**src/rtl/seg7_frame_decoder.sv**
```systemverilog
// Samples a multiplexed 7-segment bus, captures each digit once its pattern has been
// held stable, and presents the assembled hex word on a valid/ready interface.
module seg7_frame_decoder #(
  parameter int NUM_DIGITS    = 4,
  parameter int STABLE_CYCLES = 4
) (
  input  logic                    i_clk,
  input  logic                    i_rst_n,
  input  logic                    i_segment_A,
  input  logic                    i_segment_B,
  input  logic                    i_segment_C,
  input  logic                    i_segment_D,
  input  logic                    i_segment_E,
  input  logic                    i_segment_F,
  input  logic                    i_segment_G,
  input  logic [NUM_DIGITS-1:0]   i_digit_en,
  input  logic                    i_ready,
  output logic [4*NUM_DIGITS-1:0] o_value,
  output logic [NUM_DIGITS-1:0]   o_digit_err,
  output logic                    o_valid,
  output logic                    o_overrun
);

  localparam int CNT_W = $clog2(STABLE_CYCLES + 1);

  typedef enum logic {COLLECT, PRESENT} state_t;

  logic [6:0]              seg_p0, seg_p1;
  logic [NUM_DIGITS-1:0]   en_p0, en_p1;
  logic [CNT_W-1:0]        cnt, cnt_next;
  logic                    capture;
  logic [4:0]              dec_p0;
  logic [4*NUM_DIGITS-1:0] shadow_val;
  logic [NUM_DIGITS-1:0]   shadow_err;
  logic [NUM_DIGITS-1:0]   captured;
  logic                    frame_done;
  state_t                  state_q, state_d;
  logic                    load_frame, clr_captured, set_overrun;

  function automatic logic is_onehot(input logic [NUM_DIGITS-1:0] v);
    return (v != '0) && ((v & (v - NUM_DIGITS'(1))) == '0);
  endfunction

  // Returns {illegal, nibble}; anything not in the glyph set, blank included, is illegal.
  function automatic logic [4:0] decode_glyph(input logic [6:0] p);
    case (p)
      7'h7E: return 5'h00;
      7'h30: return 5'h01;
      7'h6D: return 5'h02;
      7'h79: return 5'h03;
      7'h33: return 5'h04;
      7'h5B: return 5'h05;
      7'h5F: return 5'h06;
      7'h70: return 5'h07;
      7'h7F: return 5'h08;
      7'h7B: return 5'h09;
      7'h77: return 5'h0A;
      7'h1F: return 5'h0B;
      7'h4E: return 5'h0C;
      7'h3D: return 5'h0D;
      7'h4F: return 5'h0E;
      7'h47: return 5'h0F;
      default: return 5'h10;
    endcase
  endfunction

  // Stage p0: raw bus sample; stage p1: previous sample for stability comparison
  always_ff @(posedge i_clk) begin
    if (!i_rst_n) begin
      seg_p0 <= '0;
      en_p0  <= '0;
      seg_p1 <= '0;
      en_p1  <= '0;
      cnt    <= '0;
    end else begin
      seg_p0 <= {i_segment_A, i_segment_B, i_segment_C, i_segment_D,
                 i_segment_E, i_segment_F, i_segment_G};
      en_p0  <= i_digit_en;
      seg_p1 <= seg_p0;
      en_p1  <= en_p0;
      cnt    <= cnt_next;
    end
  end

  always_comb begin
    cnt_next = cnt;
    if (!is_onehot(en_p0))
      cnt_next = '0;
    else if ((seg_p0 != seg_p1) || (en_p0 != en_p1))
      cnt_next = CNT_W'(1);
    else if (cnt != CNT_W'(STABLE_CYCLES))
      cnt_next = cnt + CNT_W'(1);
  end

  assign capture    = (cnt == CNT_W'(STABLE_CYCLES - 1)) &&
                      (cnt_next == CNT_W'(STABLE_CYCLES));
  assign dec_p0     = decode_glyph(seg_p0);
  assign frame_done = &captured;

  // Shadow registers only reach the outputs once every digit has been rewritten
  always_ff @(posedge i_clk) begin
    if (capture) begin
      for (int d = 0; d < NUM_DIGITS; d++) begin
        if (en_p0[d]) begin
          shadow_val[4*d +: 4] <= dec_p0[3:0];
          shadow_err[d]        <= dec_p0[4];
        end
      end
    end
  end

  always_comb begin
    state_d      = state_q;
    load_frame   = 1'b0;
    clr_captured = 1'b0;
    set_overrun  = 1'b0;
    case (state_q)
      COLLECT: begin
        if (frame_done) begin
          load_frame   = 1'b1;
          clr_captured = 1'b1;
          state_d      = PRESENT;
        end
      end
      PRESENT: begin
        if (frame_done) begin
          clr_captured = 1'b1;
          if (i_ready) load_frame  = 1'b1;
          else         set_overrun = 1'b1;
        end else if (i_ready) begin
          state_d = COLLECT;
        end
      end
      default: state_d = COLLECT;
    endcase
  end

  always_ff @(posedge i_clk) begin
    if (!i_rst_n) begin
      state_q     <= COLLECT;
      captured    <= '0;
      o_value     <= '0;
      o_digit_err <= '0;
      o_overrun   <= 1'b0;
    end else begin
      state_q  <= state_d;
      captured <= (clr_captured ? '0 : captured) | (capture ? en_p0 : '0);
      if (load_frame) begin
        o_value     <= shadow_val;
        o_digit_err <= shadow_err;
      end
      if (set_overrun) o_overrun <= 1'b1;
    end
  end

  assign o_valid = (state_q == PRESENT);

endmodule

```
**config.mk**
```make
export PLATFORM = sky130hd
export DESIGN_NAME = seg7_frame_decoder
export DESIGN_NICKNAME = d
export VERILOG_FILES = /design/src/rtl/seg7_frame_decoder.sv
export SDC_FILE = /design/constraint.sdc
export NUM_CORES = 1
export LEC_CHECK = 0
export ABC_AREA = 1
export BUFFER_PORTS_ARGS = -buffer_cell sky130_fd_sc_hd__buf_2
export CAP_MARGIN = 20
export CORE_MARGIN = 2
export CORE_UTILIZATION = 34
export CTS_BUF_LIST = sky130_fd_sc_hd__clkbuf_2
export DETAILED_ROUTE_END_ITERATION = 12
export GPL_TIMING_DRIVEN = 1
export PLACE_DENSITY = 0.63
export SYNTH_ARGS = -nofsm -noshare
export SYNTH_HDL_FRONTEND = slang
export SYNTH_SLANG_ARGS = --single-unit
```
**constraint.sdc**
```tcl
create_clock -name i_clk -period 2.4 [get_ports i_clk]
set_clock_uncertainty 0.1 [all_clocks]
set_input_delay 0.48 -clock i_clk [delete_from_list [all_inputs] [get_ports i_clk]]
set_output_delay 0.48 -clock i_clk [all_outputs]
set_load 0.05 [all_outputs]
```
# After elaboration in Yosys (flattened, before gate mapping)

Cells that the tools add are included.

Bits in registers: 71
Output and inout port bits: 22
Word-level logic and storage cells: 69

Add/subtract/negate cells: 2
Equal/unequal tests: 21
Multiplexer cells: 15
Bitwise operators: 3
Reduce and logical (&&, ||, !) cells: 10

Operators by type and width:

| cell                | count |
|---|---|
| $eq 7x7->1 const B  | 12 |
| $pmux 5 s16         | 1 |
| $eq 7x6->1 const B  | 3 |
| $mux 3              | 3 |
| $mux 4              | 2 |
| $reduce_and 2->1    | 4 |
| $eq 7x5->1 const B  | 1 |
| $mux 1              | 7 |
| $ne 7x7->1          | 1 |
| $and 4x4->4         | 1 |
| $logic_not 4->1     | 1 |
| $ne 4x4->1          | 1 |
| $or 4x4->4          | 1 |
| $pmux 1 s2          | 2 |
| $reduce_and 4->1    | 1 |
| $reduce_bool 4->1   | 1 |
| $sub 4x1->4 const B | 1 |
| $add 3x1->3 const B | 1 |
| $eq 3x2->1 const B  | 1 |
| $eq 3x3->1 const B  | 1 |
| $ne 3x3->1 const B  | 1 |
| $logic_and 1x1->1   | 2 |
| $logic_or 1x1->1    | 1 |
| $not 1->1           | 1 |

# Longest topological paths before layout

Depth in word-level cells: 9
Depth in mapped cells: 10
Gate-level depth less buffers: 10

# Worst setup path before layout

No wires, ideal clock.

Kind: register to register
Start: register cnt[0]
End: register shadow_err[0], enable pin
Setup time: 309 ps
Data arrival time: 1469 ps
Data required time: 1991 ps
Setup slack: 522 ps
Stages on the path, launching flop included: 9
Clock period less this slack: 1878 ps
Cell sequence: dfxtp_1 ha_1 ha_1 and2_1 nor2_1 nand3_2 nor2_2 nand3_1 inv_1

Cells in the longest elaborated chain, start to end: 7
Elaborated cells between the ends (all ways): 9
Those cells by class: add/sub: 1; eq/ne: 3; mux: 3; reduce/logical: 2

Ends and longest elaborated chain:

| item                                             | RTL line | RTL |
|---|---|---|
| start: declaration                               | 30       | `logic [CNT_W-1:0] cnt, cnt_next;` |
| start signal: assignment                         | 81       | `cnt <= cnt_next;` |
| $add 3x1->3 / $ne 3x3->1 (equally long branches) | 92, 91   |  |
| $mux 3                                           | 91       | `else if (cnt != CNT_W'(STABLE_CYCLES))` |
| $mux 3                                           | 89       | `else if ((seg_p0 != seg_p1) \|\| (en_p0 != en_p1))` |
| $mux 3                                           | 87       | `if (!is_onehot(en_p0))` |
| $eq 3x3->1                                       | 96       | `(cnt_next == CNT_W'(STABLE_CYCLES));` |
| $logic_and 1x1->1 *                              | 95       | `assign capture = (cnt == CNT_W'(STABLE_CYCLES - 1)) &&` |
| $reduce_and 2->1 (no source line) *              | --       |  |
| end signal: indexed assignment                   | 106      | `shadow_err[d] <= dec_p0[4];` |
| end: declaration                                 | 34       | `logic [NUM_DIGITS-1:0] shadow_err;` |

Mark *: on every way between the ends. The rest lies on a longest branch, timed or not.
A chain may end at the register's enable or synchronous reset.

# Worst setup path after layout

Same ends and word-level chain as after synthesis.

==> impl_metrics.py <==
metrics = {
    "floorplan": {
        "start_util_pct": 34.7,
        "die_y_um": 95.1,
        "die_width_um": 95.1,
        "rows": 33,
        "ios": 36,
        "core_area_sq_um": 8130,
        "die_area_sq_um": 9050,
    },
    "clock_network": {
        "post_cts_buffers": 0,
        "clock-sinks": 71,
        "cts_resized": 0,
        "cts_buffers": 9,
        "ctsHoldBuffers": 0,
        "cts_max_path_buffers": 2,
        "cts_root_buffer": "clkbuf_2",
        "clk_pin_slew_ns": 0.20,
        "clk_latency_ns": 0.49,
        "cts_tree": "yes",
        "h-tree-depth": 3,
    },
    "power": {
        "cellLeakagePower_nw": 1.59,
        "power_density_nw_per_um2": 665,
        "ir_worst_vdd_mv": 0.262,
    },
    "sta": {
        "max_freq_mhz": 489,
        "report.final.slew_viol_count": 0,
        "fin_crit_ns": 2.05,
        "hold_viol": 0,
        "worst_slew_pin_slew_ns": 0.551,
        "setup_tns_ns": 0,
        "min_period_over_period_pct": 85.3,
        "worst_hold_slack_ns": 0.0493,
        "setup_violations": 0,
        "slew_headroom_pct": 63.2,
        "grt_setup_unrepaired": "false",
    },
    "critical_path": {
        "required_ns": 2.50,
        "startpoint_type": "register",
        "worst_ep_arrival_time_ns": 2.14,
        "setup.worst_path.start": "cnt[0]$_SDFF_PN0_",
        "r2r_slack_ns": 0.35,
        "reg2reg_depth": 8,
        "endpoint_kind": "register",
        "worstSetupPathType": "register to register",
        "r2r-start": "cnt[0]$_SDFF_PN0_",
        "timing.rr.end": "shadow_err[0]$_DFFE_PP_",
        "crit_fanout": 5,
    },
    "yosys": {
        "syn-num-nets": 357,
        "yosysTopAreaCellShare_pct": 36.2,
        "ys_seq_elements": 71,
        "ys_top_cells_by_count": "nand2_1 (68), nor2_1 (57), inv_1 (56)",
        "synth.most_common_cell": "nand2_1",
        "synth_edf_count": 20,
        "yosys-top-cells-area": "dfxtp_1 (36%), edfxtp_1 (21%), nand2_1 (9.0%)",
        "syn-mean-instance-area_sq_um": 8.30,
        "synth_flop_cell": "dfxtp_1",
        "synthCells": 340,
        "synth_warnings": 0,
        "synth-seq-area-share_pct": 57.4,
        "async_reset_ff_share_pct": 0,
        "syn_area_sq_um": 2820,
        "yosys.area.top_type": "dfxtp_1",
        "synth_cell_types": 31,
    },
    "detailed_routing": {
        "vias_per_cell": 4.27,
        "vias": 2085,
        "drcViolationCount": 0,
        "wl_mm": 5.00,
        "drt_iter0_drc": 117,
        "drt_first_pass_iters": 4,
        "ant_nets": 0,
        "avgRoutedWirePerCell_um": 10.2,
    },
    "min_path": {
        "hp-class": "input pin to register",
        "min-delay-start": "i_segment_D",
        "hold_end": "seg_p0[3]$_SDFF_PN0_",
        "holdPathStages": 3,
    },
    "global_routing": {
        "grt_pass1_vias": 1796,
        "grt_pass1_wl_mm": 8.17,
        "grt_antenna_before_repair": 0,
        "grt_max_degree": 23,
        "overflow": 0,
        "grt_usage_pct": 11.9,
    },
    "final_layout": {
        "num-nets-final": 395,
        "diodes": 0,
        "final_cell_area_sq_um": 3250,
        "drive_gt1_share_pct": 16.4,
        "area_growth_pct": 15.1,
        "fillers": 837,
    },
    "place": {
        "port_buffers": 35,
        "detailed_place.area_sq_um": 3110,
        "finalWeightedCongestion": 0.893,
        "dp_hpwl_mm": 3.64,
    },
    "job": {
        "drv_cap": 0,
    },
    "run_status": {
        "status": "completed",
    },
}
[power by group]
group | internal, W | switching, W | leakage [nW]
combinational | 0.0000429 | 0.0000713 | 0.867
clock | 0.000346 | 0.000433 | 0.0762
sequential | 0.00125 | 0.0000211 | 0.643
[per-stage QoR]
step | setup slack, ns | total power [W] | utilization (%) | instances
5_1_grt | 0.175 | 0.00226 | 39.9 | 488
4_1_cts | 0.340 | 0.00220 | 39.9 | 488
2_1_floorplan | 0.522 | 0.00138 | - | 340
3_3_place_gp | 0.425 | 0.00141 | 38.2 | 472
3_5_place_dp | 0.383 | 0.00141 | 38.2 | 472
6_report | 0.354 | 0.00216 | 39.9 | 488
[critical path, cell delays in order (launching register included)]
cell,delay (ns)
dfxtp_1,0.38
ha_1,0.20
ha_1,0.26
and2_1,0.15
nor2_1,0.12
nand3_2,0.10
nor2_2,0.15
nand3_1,0.12
inv_1,0.17
[registers in the layout, summed over array words and instances, names as in the netlist, 4 cells and up]
name,count
en_p0,4
en_p1,4
o_digit_err,4
captured,4
shadow_err,4
seg_p1,7
shadow_val,16
seg_p0,7
o_value,16
[cell usage in the layout, fill, tap and decap left out]
| cell | Yosys | final |
|---|---|---|
| inv_2 | 2 | 2 |
| nand3b_1 | 1 | 1 |
| nor2_2 | 4 | 4 |
| buf_2 | 2 | 35 |
| ha_1 | 3 | 3 |
| bufinv_16 | 0 | 2 |
| inv_6 | 0 | 1 |
| nand2_2 | 1 | 1 |
| nand4_1 | 3 | 3 |
| clkbuf_2 | 0 | 9 |
| nand3_4 | 1 | 1 |
| nor3b_1 | 1 | 1 |
| o2111ai_1 | 1 | 1 |
| clkinv_1 | 1 | 2 |
| buf_4 | 0 | 3 |
| nand2_1 | 68 | 68 |
| inv_1 | 56 | 56 |
| dfxtp_1 | 51 | 51 |
| nor4_1 | 2 | 2 |
| clkinv_4 | 0 | 1 |
| a31oi_1 | 1 | 1 |
| and2_1 | 1 | 1 |
| nand3_2 | 1 | 1 |
| xnor2_1 | 5 | 5 |
| clkinvlp_4 | 0 | 2 |
| edfxtp_1 | 20 | 20 |
| xor2_1 | 1 | 1 |
| o21ai_0 | 21 | 21 |
| o22ai_1 | 1 | 1 |
| a211oi_1 | 1 | 1 |
| nor2_4 | 1 | 1 |
| nand3_1 | 14 | 14 |
| a21oi_1 | 6 | 6 |
| nor2_1 | 57 | 57 |
| nor3_1 | 3 | 3 |
| o21ai_1 | 1 | 1 |
[worst max-delay path by stage]
stage                                    end  slack (ns)  cells past startpoint
finish               shadow_err[0]$_DFFE_PP_        0.35                      8
global route        shadow_val[13]$_DFFE_PP_        0.17                      8
CTS                  shadow_err[0]$_DFFE_PP_        0.34                      8
detailed placement  shadow_val[10]$_DFFE_PP_        0.38                      8
global placement    shadow_val[13]$_DFFE_PP_        0.43                      8
floorplan            shadow_err[0]$_DFFE_PP_        0.52                      8
[layout make-up]
cell class | count | area, sq um | area share (%)
clock inverters | 7 | 96.3 | 2.96
multi-input cells | 199 | 936 | 28.8
clock buffers | 9 | 45.0 | 1.39
inverters | 59 | 221 | 6.82
repair buffers | 38 | 198 | 6.08
well taps | 105 | 131 | 4.04
flip-flops and latches | 71 | 1620 | 49.9
[layer usage]
| metal | up-vias | track usage [%] | share of wire, % |
|---|---|---|---|
| li1 | 1122 | - | - |
| met1 | 907 | 14.8 | 50 |
| met2 | 48 | 18.7 | 44 |
| met3 | 8 | 3.56 | 4.8 |
| met4 | 0 | 5.80 | 1.4 |
| met5 | - | 0 | 0 |
[kinds of logic after synthesis]
group / synth area share, %
AND/OR/NAND/NOR: 24.0
buffers and inverters: 9.40
flip-flops: 57.4
XOR/XNOR: 1.86
adder cells (fa/ha/maj): 1.33
AO/OA/AOI/OAI: 5.98
No activity file was read; power rests on OpenSTA's default activity.
